==> src/rtl/avalon_master_exram_pkg.sv <==
// Shared types and bus widths for the external-RAM Avalon-MM master.
package avalon_master_exram_pkg;
    localparam int ADDR_W = 16;
    localparam int DATA_W = 8;

    typedef enum logic [1:0] {
        IDLE,
        WR,
        RD_ISSUE,
        RD_DRAIN
    } state_t;
endpackage

==> src/rtl/exram_rd_pipe.sv <==
// Fixed-latency read-return tracker: a valid/last shift register whose far end
// marks the cycle in which the slave's read data must be captured.
module exram_rd_pipe #(
    parameter int unsigned RD_LAT = 2
) (
    input  logic clk,
    input  logic rst,
    input  logic i_push,
    input  logic i_push_last,
    output logic o_rd_valid,
    output logic o_rd_last
);
    logic [RD_LAT-1:0] r_v;
    logic [RD_LAT-1:0] r_l;

    always_ff @(posedge clk) begin
        if (rst) begin
            r_v <= '0;
            r_l <= '0;
        end else begin
            r_v[0] <= i_push;
            r_l[0] <= i_push && i_push_last;
            for (int unsigned i = 1; i < RD_LAT; i++) begin
                r_v[i] <= r_v[i-1];
                r_l[i] <= r_l[i-1];
            end
        end
    end

    assign o_rd_valid = r_v[RD_LAT-1];
    assign o_rd_last  = r_l[RD_LAT-1];
endmodule

==> src/rtl/avalon_master_exram.sv <==
// Avalon-MM block master for the external-RAM bridge: byte transfers with
// address auto-increment, streamed write data and pipelined fixed-latency reads.
module avalon_master_exram
    import avalon_master_exram_pkg::*;
#(
    parameter int unsigned RD_LAT = 2,
    parameter int unsigned LEN_W  = 8
) (
    input  logic              clk,
    input  logic              rst,
    input  logic              cmd_valid,
    output logic              cmd_ready,
    input  logic              cmd_write,
    input  logic [ADDR_W-1:0] cmd_addr,
    input  logic [LEN_W-1:0]  cmd_len,
    input  logic              wr_valid,
    output logic              wr_ready,
    input  logic [DATA_W-1:0] wr_data,
    output logic              rd_valid,
    output logic [DATA_W-1:0] rd_data,
    output logic              rd_last,
    output logic              done,
    output logic              out_avm_chipselect_n,
    output logic              out_avm_write_n,
    output logic              out_avm_read_n,
    output logic [ADDR_W-1:0] out_avm_address,
    output logic [DATA_W-1:0] out_avm_writedata,
    input  logic [DATA_W-1:0] in_avm_readdata
);
    state_t              r_state;
    state_t              w_state_nxt;
    logic [ADDR_W-1:0]   r_addr;
    logic [LEN_W-1:0]    r_cnt;
    logic                r_wr_last;
    logic                r_cs_n;
    logic                r_write_n;
    logic                r_read_n;
    logic [ADDR_W-1:0]   r_address;
    logic [DATA_W-1:0]   r_writedata;
    logic                r_rd_valid;
    logic [DATA_W-1:0]   r_rd_data;
    logic                r_rd_last;
    logic                r_done;
    logic                w_accept;
    logic                w_wr_beat;
    logic                w_push;
    logic                w_cnt_zero;
    logic                w_pipe_v;
    logic                w_pipe_last;

    assign cmd_ready  = (r_state == IDLE) && !rst;
    assign wr_ready   = (r_state == WR) && wr_valid && !rst;
    assign w_accept   = cmd_valid && cmd_ready;
    assign w_wr_beat  = wr_ready;
    assign w_push     = (r_state == RD_ISSUE);
    assign w_cnt_zero = (r_cnt == '0);

    exram_rd_pipe #(.RD_LAT(RD_LAT)) u_rd_pipe (
        .clk         (clk),
        .rst         (rst),
        .i_push      (w_push),
        .i_push_last (w_cnt_zero),
        .o_rd_valid  (w_pipe_v),
        .o_rd_last   (w_pipe_last)
    );

    always_ff @(posedge clk) begin
        if (rst) r_state <= IDLE;
        else     r_state <= w_state_nxt;
    end

    always_comb begin
        w_state_nxt = r_state;
        case (r_state)
            IDLE:     if (w_accept) w_state_nxt = cmd_write ? WR : RD_ISSUE;
            WR:       if (w_wr_beat && w_cnt_zero) w_state_nxt = IDLE;
            RD_ISSUE: if (w_cnt_zero) w_state_nxt = RD_DRAIN;
            RD_DRAIN: if (w_pipe_last) w_state_nxt = IDLE;
            default:  w_state_nxt = IDLE;
        endcase
    end

    always_ff @(posedge clk) begin
        if (rst) begin
            r_addr      <= '0;
            r_cnt       <= '0;
            r_wr_last   <= 1'b0;
            r_cs_n      <= 1'b1;
            r_write_n   <= 1'b1;
            r_read_n    <= 1'b1;
            r_address   <= '0;
            r_writedata <= '0;
            r_rd_valid  <= 1'b0;
            r_rd_data   <= '0;
            r_rd_last   <= 1'b0;
            r_done      <= 1'b0;
        end else begin
            // Strobes default high each cycle so bubbles and drain are implicit.
            r_cs_n     <= 1'b1;
            r_write_n  <= 1'b1;
            r_read_n   <= 1'b1;
            r_wr_last  <= w_wr_beat && w_cnt_zero;
            r_done     <= r_wr_last || w_pipe_last;
            r_rd_valid <= w_pipe_v;
            r_rd_last  <= w_pipe_last;
            if (w_pipe_v) r_rd_data <= in_avm_readdata;
            if (w_accept) begin
                r_addr <= cmd_addr;
                r_cnt  <= cmd_len;
            end
            if (w_wr_beat) begin
                r_cs_n      <= 1'b0;
                r_write_n   <= 1'b0;
                r_address   <= r_addr;
                r_writedata <= wr_data;
                r_addr      <= r_addr + ADDR_W'(1);
                r_cnt       <= r_cnt - LEN_W'(1);
            end
            if (w_push) begin
                r_cs_n    <= 1'b0;
                r_read_n  <= 1'b0;
                r_address <= r_addr;
                r_addr    <= r_addr + ADDR_W'(1);
                r_cnt     <= r_cnt - LEN_W'(1);
            end
        end
    end

    assign out_avm_chipselect_n = r_cs_n;
    assign out_avm_write_n      = r_write_n;
    assign out_avm_read_n       = r_read_n;
    assign out_avm_address      = r_address;
    assign out_avm_writedata    = r_writedata;
    assign rd_valid             = r_rd_valid;
    assign rd_data              = r_rd_data;
    assign rd_last              = r_rd_last;
    assign done                 = r_done;
endmodule

==> config.mk <==
export PLATFORM = sky130hd
export DESIGN_NAME = avalon_master_exram
export DESIGN_NICKNAME = d
export VERILOG_FILES = /design/src/rtl/avalon_master_exram_pkg.sv /design/src/rtl/exram_rd_pipe.sv /design/src/rtl/avalon_master_exram.sv
export SDC_FILE = /design/constraint.sdc
export NUM_CORES = 1
export LEC_CHECK = 0
export BUFFER_PORTS_ARGS = -buffer_cell sky130_fd_sc_hd__buf_2
export CORE_ASPECT_RATIO = 2
export CORE_MARGIN = 3
export CORE_UTILIZATION = 48
export DETAILED_ROUTE_END_ITERATION = 12
export PLACE_DENSITY = 0.75
export SLEW_MARGIN = 20
export SYNTH_ARGS = -nofsm -noshare
export SYNTH_HDL_FRONTEND = slang
export SYNTH_SLANG_ARGS = --single-unit
==> constraint.sdc <==
create_clock -name clk -period 2.77 [get_ports clk]
set_clock_uncertainty 0.2 [all_clocks]
set_input_delay 0 -clock clk [delete_from_list [all_inputs] [get_ports clk]]
set_output_delay 0 -clock clk [all_outputs]
set_load 0.02 [all_outputs]
==> flow_metrics.py, run 1 <==
metrics = {
    "detailed_routing": {
        "drtPass1Iterations": 4,
        "detailroute.via_count": 2957,
        "routed_antenna_nets": 0,
        "drc": 0,
        "vias_per_cell": 5.48,
        "routedWlPerCell_um": 14.5,
        "wirelength_mm": 7.84,
        "detailedRoute.firstIterationViolations": 153,
    },
    "yosys": {
        "synthesis.instances": 334,
        "synth-async-reset-ratio_pct": 0,
        "synth.yosys.seq_area_share_pct": 47.9,
        "post_synth_xor_area_fraction_pct": 0,
        "yosys_warnings": 0,
        "post_synth.cell_area_avg_sq_um": 8.64,
        "post_synth_mux_area_share_pct": 6.33,
        "synth_net_count": 382,
        "synth_compound_area_share_pct": 16.9,
        "mappedNetlistArea_sq_um": 2890,
        "yosysUniqueCellTypes": 49,
        "synth-adder-area-share_pct": 1.30,
        "synthSimpleGateAreaFrac_pct": 24.0,
        "combinational_family_with_the_most_area_after_synthesis": "simple AND/OR/NAND/NOR gates",
        "synth_ff_type": "sky130_fd_sc_hd__dfxtp_1",
        "synth_enable_flop_cells": 0,
        "yosys_register_bits": 69,
    },
    "timing": {
        "hold_viol_final": 0,
        "timing.max_slew.rel_slack_pct": 59.5,
        "setup_slack_ps": 122,
        "layout_worst_path_cycle_share_pct": 95.6,
        "setup_viol": 0,
        "fmax_achieved_ghz": 0.378,
        "final.min_clock_period_ps": 2650,
        "finalMaxSlewViolations": 0,
        "setup_tns_final_ps": 0,
        "timing_worst_slew_pin_value_ps": 601,
    },
    "power": {
        "power.share.clock_pct": 40.4,
        "leakagePower_nw": 1.82,
        "total_switching_power_uw": 662,
        "vdd_drop_max_mv": 0.485,
        "powerDensity_nw_per_um2": 611,
        "power_frac_seq_pct": 43.2,
        "relative_contribution_of_combinational_cells_to_total_power_pct": 16.5,
        "power_switching_share_pct": 25.7,
        "p_int_mw": 1.91,
        "finalPower_mw": 2.58,
    },
    "status": {
        "run_status": "finished clean",
    },
    "setup_path": {
        "critPathArrivalTime_ps": 2660,
        "number_of_buffers_and_inverters_on_the_critical_path": 5,
        "criticalPathCategory": "input pin to flop",
        "worst_path_top_cell_family_by_delay": "buffers and inverters",
        "cp-start-kind": "input pin",
        "max_stage_delay_ps": 660,
        "critical_path.max_fanout": 22,
        "setup.worst_path.start": "rst",
        "cp.required_ps": 2780,
        "worstReg2RegStart": "r_state[0]$_SDFFE_PP0P_",
        "capturing_element_type_of_the_critical_path": "flop",
        "slowest_stage": "sky130_fd_sc_hd__or4b_2",
        "cp_cell_sequence": "dlygate4sd3_1, buf_2, buf_4, or4b_2, buf_4, o211ai_1, o311a_1, nor2_1, dlygate4sd3_1",
    },
    "grt": {
        "global_route.usage.total_pct": 24.5,
        "antenna_found_initial": 0,
        "gr-total-overflow": 0,
        "via_count_of_the_first_global_routing_pass": 3018,
        "grt_max_degree": 47,
        "grt_first_pass_wirelength_mm": 13.0,
    },
    "finish": {
        "finish.instance_area_sq_um": 4220,
        "mostFrequentLayoutCells": "sky130_fd_sc_hd__buf_2 (84), sky130_fd_sc_hd__dfxtp_1 (67), sky130_fd_sc_hd__dlygate4sd3_1 (57)",
        "multi_input_area_sq_um": 1410,
        "area_growth_pct": 46.1,
        "count_of_fill_cells_added_during_filler_insertion": 458,
        "antenna-diode-count": 0,
        "drive_gt1_share_pct": 24.2,
        "nets": 522,
        "final_common_cell": "sky130_fd_sc_hd__buf_2",
        "finish.utilization_pct": 73.2,
        "regArea_sq_um": 1380,
    },
    "die": {
        "floorplan.io_pins": 85,
        "die_y_um": 116,
        "placement_rows": 39,
        "design.die.area_sq_um": 7040,
        "floorplan.initialDensity_pct": 50.1,
        "design.core.area_sq_um": 5760,
        "dieWidth_um": 60.8,
    },
    "placed_design": {
        "buffer_ports.inserted": 84,
        "routabilityCongestion": 0.797,
        "dp.final_hpwl_mm": 5.07,
        "placedInstanceArea_sq_um": 3360,
        "place_ws_ps": 344,
    },
    "clocking": {
        "cts_root_buffer": "sky130_fd_sc_hd__clkbuf_16",
        "tritoncts_clock_tree": "yes",
        "cts-buffers-inserted": 9,
        "cts.htree.levels": 3,
        "clkLatencyLatePin_ps": 330,
        "clk_path_buf_depth": 2,
        "number_of_buffers_inserted_by_post_cts_setup_repair": 0,
        "tritoncts_num_sinks": 69,
        "cts.clk_slew.worst_paths_ps": 50,
    },
    "hold_path": {
        "hold_path.startpoint": "wr_data[0]",
        "holdCritPathClass": "input pin to flop",
    },
    "job": {
        "number_of_violations_of_the_max_capacitance_limit": 0,
    },
}
==> power groups by stage <==
stage,logic (mW),registers (mW),clock network (mW)
after floorplan,0.218,1.13,0
after global placement,0.331,1.13,0
after detailed placement,0.337,1.13,0
after CTS,0.417,1.11,1.06
after global routing,0.469,1.12,1.10
final,0.424,1.11,1.04
==> metal layers <==
metal	track usage [%]	vias up	share of wire, %
met4	14.0	0	3.2
met5	0	-	0
met3	6.13	19	5.2
met2	43.5	97	56
met1	24.5	1378	36
li1	-	1463	-
==> sequential cells by signal, indices dropped and copies added, names as in the netlist <==
name / cells
u_rd_pipe.r_v: 2
r_state: 2
u_rd_pipe.r_l: 2
r_addr: 16
rd_valid: 1
out_avm_chipselect_n: 1
out_avm_address: 16
r_cnt: 8
rd_data: 8
done: 1
out_avm_write_n: 1
out_avm_writedata: 8
out_avm_read_n: 1
rd_last: 1
r_wr_last: 1
==> cell families (layout without fill, tap and decap cells) <==
family,Yosys count,count (layout)
simple gates,144,144
compound gates,74,74
flops,69,69
buf+inv,26,171
mux,18,18
fa+ha+maj,3,3
==> synthesized netlist by cell type (all sizes together), types with 6 or more instances <==
cell type,instances,area share [%]
nand3,10,1.7
clkbuf,15,2.0
or3,6,1.3
mux2i,16,5.5
o211ai,7,1.8
dfxtp,69,48
a31oi,7,1.5
nand2,56,7.3
a21oi,31,5.4
nor2,40,5.5
==> per-stage QoR <==
stage | hold slack, ps | instances
6_report | 236 | 540
5_1_grt | 253 | 540
4_1_cts | 228 | 540
3_5_place_dp | 36.9 | 467
3_3_place_gp | 28.6 | 467
2_1_floorplan | -116 | 334
==> worst reg2reg max path, delay by kind of cell, from the launching register on <==
family | cells | cell delay, ps
buffers and inverters | 2 | 830
AO/OA/AOI/OAI | 1 | 130
AND/OR/NAND/NOR | 3 | 540
multiplexers | 1 | 320
flip-flops | 1 | 470
==> layout make-up <==
| class | count | share of cell area (%) |
|---|---|---|
| timing repair buffer | 149 | 24.9 |
| clock buffer | 15 | 6.35 |
| multi-input combinational | 239 | 33.3 |
| tap | 61 | 1.81 |
| clock inverter | 1 | 0.119 |
| sequential | 69 | 32.8 |
| inverter | 6 | 0.653 |
==> worst paths after layout <==
check        depth (start not counted)  slack [ps]                                end
min                                  4         240  out_avm_writedata[0]$_SDFFE_PP0N_
min reg2reg                          1         240        u_rd_pipe.r_l[1]$_SDFF_PP0_
max reg2reg                          7         230              r_cnt[2]$_SDFFE_PP0P_
max                                  9         120              r_cnt[3]$_SDFFE_PP0P_
==> timing repair <==
item	CTS	global route
hold buffers	57	0
gates resized for setup	0	4
endpoints found under the setup margin	0	8
endpoints found under the hold margin	47	0
Power figures use the tool's default switching activity.
==> run 2: changes to the inputs <==
ABC_AREA = 1   (was not set)
PLACE_DENSITY = 0.74   (was 0.75)
==> flow_metrics.py, run 2 <==
metrics = {
    "clocking": {
        "clk_path_buf_depth": 2,
        "clkLatencyLatePin_ps": 330,
        "cts_root_buffer": "sky130_fd_sc_hd__clkbuf_16",
        "tritoncts_clock_tree": "yes",
        "cts-buffers-inserted": 9,
        "cts.htree.levels": 3,
        "cts.clk_slew.worst_paths_ps": 50,
        "number_of_buffers_inserted_by_post_cts_setup_repair": 0,
        "tritoncts_num_sinks": 69,
    },
    "timing": {
        "setup_viol": 0,
        "setup_tns_final_ps": 0,
        "finalMaxSlewViolations": 0,
        "layout_worst_path_cycle_share_pct": 89.7,
        "timing_worst_slew_pin_value_ps": 594,
        "timing.max_slew.rel_slack_pct": 60.3,
        "setup_slack_ps": 284,
        "hold_viol_final": 0,
        "rsz0062_at_grt": "false",
        "final.min_clock_period_ps": 2490,
        "fmax_achieved_ghz": 0.402,
    },
    "die": {
        "design.die.area_sq_um": 7870,
        "design.core.area_sq_um": 6460,
        "floorplan.initialDensity_pct": 50.4,
        "dieWidth_um": 64.2,
        "floorplan.io_pins": 85,
        "placement_rows": 41,
        "die_y_um": 122,
    },
    "finish": {
        "area_growth_pct": 39.7,
        "drive_gt1_share_pct": 21.5,
        "antenna-diode-count": 0,
        "nets": 633,
        "mostFrequentLayoutCells": "sky130_fd_sc_hd__nand2_1 (120), sky130_fd_sc_hd__buf_2 (84), sky130_fd_sc_hd__nor2_1 (69), sky130_fd_sc_hd__dfxtp_1 (69), sky130_fd_sc_hd__dlygate4sd3_1 (55)",
        "count_of_fill_cells_added_during_filler_insertion": 542,
        "final_common_cell": "sky130_fd_sc_hd__nand2_1",
    },
    "yosys": {
        "dominant_cell_by_count_in_the_synthesized_netlist": "sky130_fd_sc_hd__nand2_1",
        "fraction_of_post_synthesis_cell_area_in_the_top_cell_type_by_area_pct": 42.4,
        "post_synth.cell_area_avg_sq_um": 7.23,
        "yosys_register_bits": 69,
        "mappedNetlistArea_sq_um": 3260,
        "synth_net_count": 498,
        "synth-async-reset-ratio_pct": 0,
        "synth_ff_type": "sky130_fd_sc_hd__dfxtp_1",
        "synth.area.top_cells": "sky130_fd_sc_hd__dfxtp_1 (42%), sky130_fd_sc_hd__nand2_1 (14%), sky130_fd_sc_hd__nor2_1 (8.0%), sky130_fd_sc_hd__nand3_1 (4.8%), sky130_fd_sc_hd__inv_1 (4.6%)",
        "synthTopCellsByCount": "sky130_fd_sc_hd__nand2_1 (120), sky130_fd_sc_hd__dfxtp_1 (69), sky130_fd_sc_hd__nor2_1 (69), sky130_fd_sc_hd__inv_1 (40), sky130_fd_sc_hd__nand3_1 (31)",
        "synth.yosys.seq_area_share_pct": 42.4,
        "synth_enable_flop_cells": 0,
        "yosysUniqueCellTypes": 39,
        "synthesis.instances": 450,
        "synth_top_area_cell": "sky130_fd_sc_hd__dfxtp_1",
        "yosys_warnings": 0,
    },
    "detailed_routing": {
        "vias_per_cell": 4.88,
        "routedWlPerCell_um": 12.8,
        "detailedRoute.firstIterationViolations": 131,
        "routed_antenna_nets": 0,
        "detailroute.via_count": 3297,
        "drc": 0,
        "wirelength_mm": 8.69,
        "drtPass1Iterations": 4,
    },
    "grt": {
        "global_route.usage.total_pct": 23.7,
        "via_count_of_the_first_global_routing_pass": 3224,
        "grt_first_pass_wirelength_mm": 14.4,
        "gr-total-overflow": 0,
        "grt_max_degree": 43,
        "antenna_found_initial": 0,
    },
    "power": {
        "leakagePower_nw": 2.16,
        "vdd_drop_max_mv": 0.684,
        "powerDensity_nw_per_um2": 950,
        "finalPower_mw": 4.32,
    },
    "placed_design": {
        "place_ws_ps": 706,
        "routabilityCongestion": 0.858,
        "dp.final_hpwl_mm": 5.67,
        "buffer_ports.inserted": 84,
    },
    "setup_path": {
        "critPathArrivalTime_ps": 2550,
        "capturing_element_type_of_the_critical_path": "flop",
        "cp.required_ps": 2840,
        "critical_path.max_fanout": 42,
        "cp-start-kind": "input pin",
        "criticalPathCategory": "input pin to flop",
    },
    "hold_path": {
        "holdCritPathClass": "flop to flop",
    },
    "job": {
        "number_of_violations_of_the_max_capacitance_limit": 0,
    },
    "status": {
        "run_status": "finished clean",
    },
}
## run 2: cell count changes in the layout (fill, tap and decap cells not counted), sizes merged, moves of 6 or more
cell | before | now
mux2i | 16 | 0
inv | 5 | 45
nand3 | 10 | 33
xor2 | 0 | 6
nor2 | 40 | 76
or3 | 6 | 0
nand2 | 56 | 125
buf | 92 | 85
o21ai | 5 | 32
## run 2: area by class of cell
class,instances,area [sq um],area share (%)
Tap cell,86,108,2.37
Sequential cell,69,1380,30.4
Clock buffer,12,256,5.64
Clock inverter,4,70.1,1.54
Timing Repair Buffer,140,978,21.5
Inverter,46,190,4.18
Multi-Input combinational cell,319,1560,34.4
## run 2: logic make-up after synthesis
logic type	Yosys count	synth area share [%]
compound gates	69	12.1
xor+xnor	6	1.61
fa+ha+maj	3	1.15
buf+inv	62	9.84
flops	69	42.4
simple gates	241	32.9
## run 2: metrics by stage
step | utilization (%) | instances | cell area (sq um) | hold slack (ps)
after floorplan | - | 450 | 3260 | -70.7
after global placement | 56.6 | 605 | 3660 | 22.4
after detailed placement | 56.6 | 605 | 3660 | 30.9
after CTS | 70.2 | 676 | 4540 | 211
after global routing | 70.3 | 676 | 4550 | 234
final | 70.3 | 676 | 4550 | 212
## run 2: worst paths after layout
check	to	slack (ps)	from	cells past startpoint
max	r_cnt[2]$_SDFFE_PP0P_	280	rst	10
min	u_rd_pipe.r_l[1]$_SDFF_PP0_	210	u_rd_pipe.r_l[0]$_SDFF_PP0_	2
max reg2reg	r_cnt[2]$_SDFFE_PP0P_	330	r_state[0]$_SDFFE_PP0P_	7
min reg2reg	u_rd_pipe.r_l[1]$_SDFF_PP0_	210	u_rd_pipe.r_l[0]$_SDFF_PP0_	2
## run 2: per-layer routing
metal  track usage, %  share of wire (%)  wire (um)  vias up
met5                0                  0          0        -
met2             46.5                 58       5020       79
met3             5.13                3.5        301       11
li1                 -                  -          -     1704
met4             9.40                1.4        121        0
met1             23.3                 37       3240     1503
## run 2: critical path, cell delays in order
cell	delay [ps]
sky130_fd_sc_hd__dlygate4sd3_1	540
sky130_fd_sc_hd__buf_2	250
sky130_fd_sc_hd__inv_4	300
sky130_fd_sc_hd__nand4_4	210
sky130_fd_sc_hd__nand2_8	270
sky130_fd_sc_hd__nand2_1	120
sky130_fd_sc_hd__o21ai_1	130
sky130_fd_sc_hd__inv_1	60
sky130_fd_sc_hd__a21oi_2	100
sky130_fd_sc_hd__dlygate4sd3_1	550
## run 2: power by group
part	switching [mW]	internal (mW)	total, mW
logic	1.02	0.586	1.61
clock network	0.401	0.834	1.23
registers	0.214	1.26	1.47
## run 2: timing repair
action                     4_1_cts  5_1_grt
setup endpoints to repair        0        1
gates resized for setup          0        1
hold endpoints to repair        47        0
hold buffers                    55        0
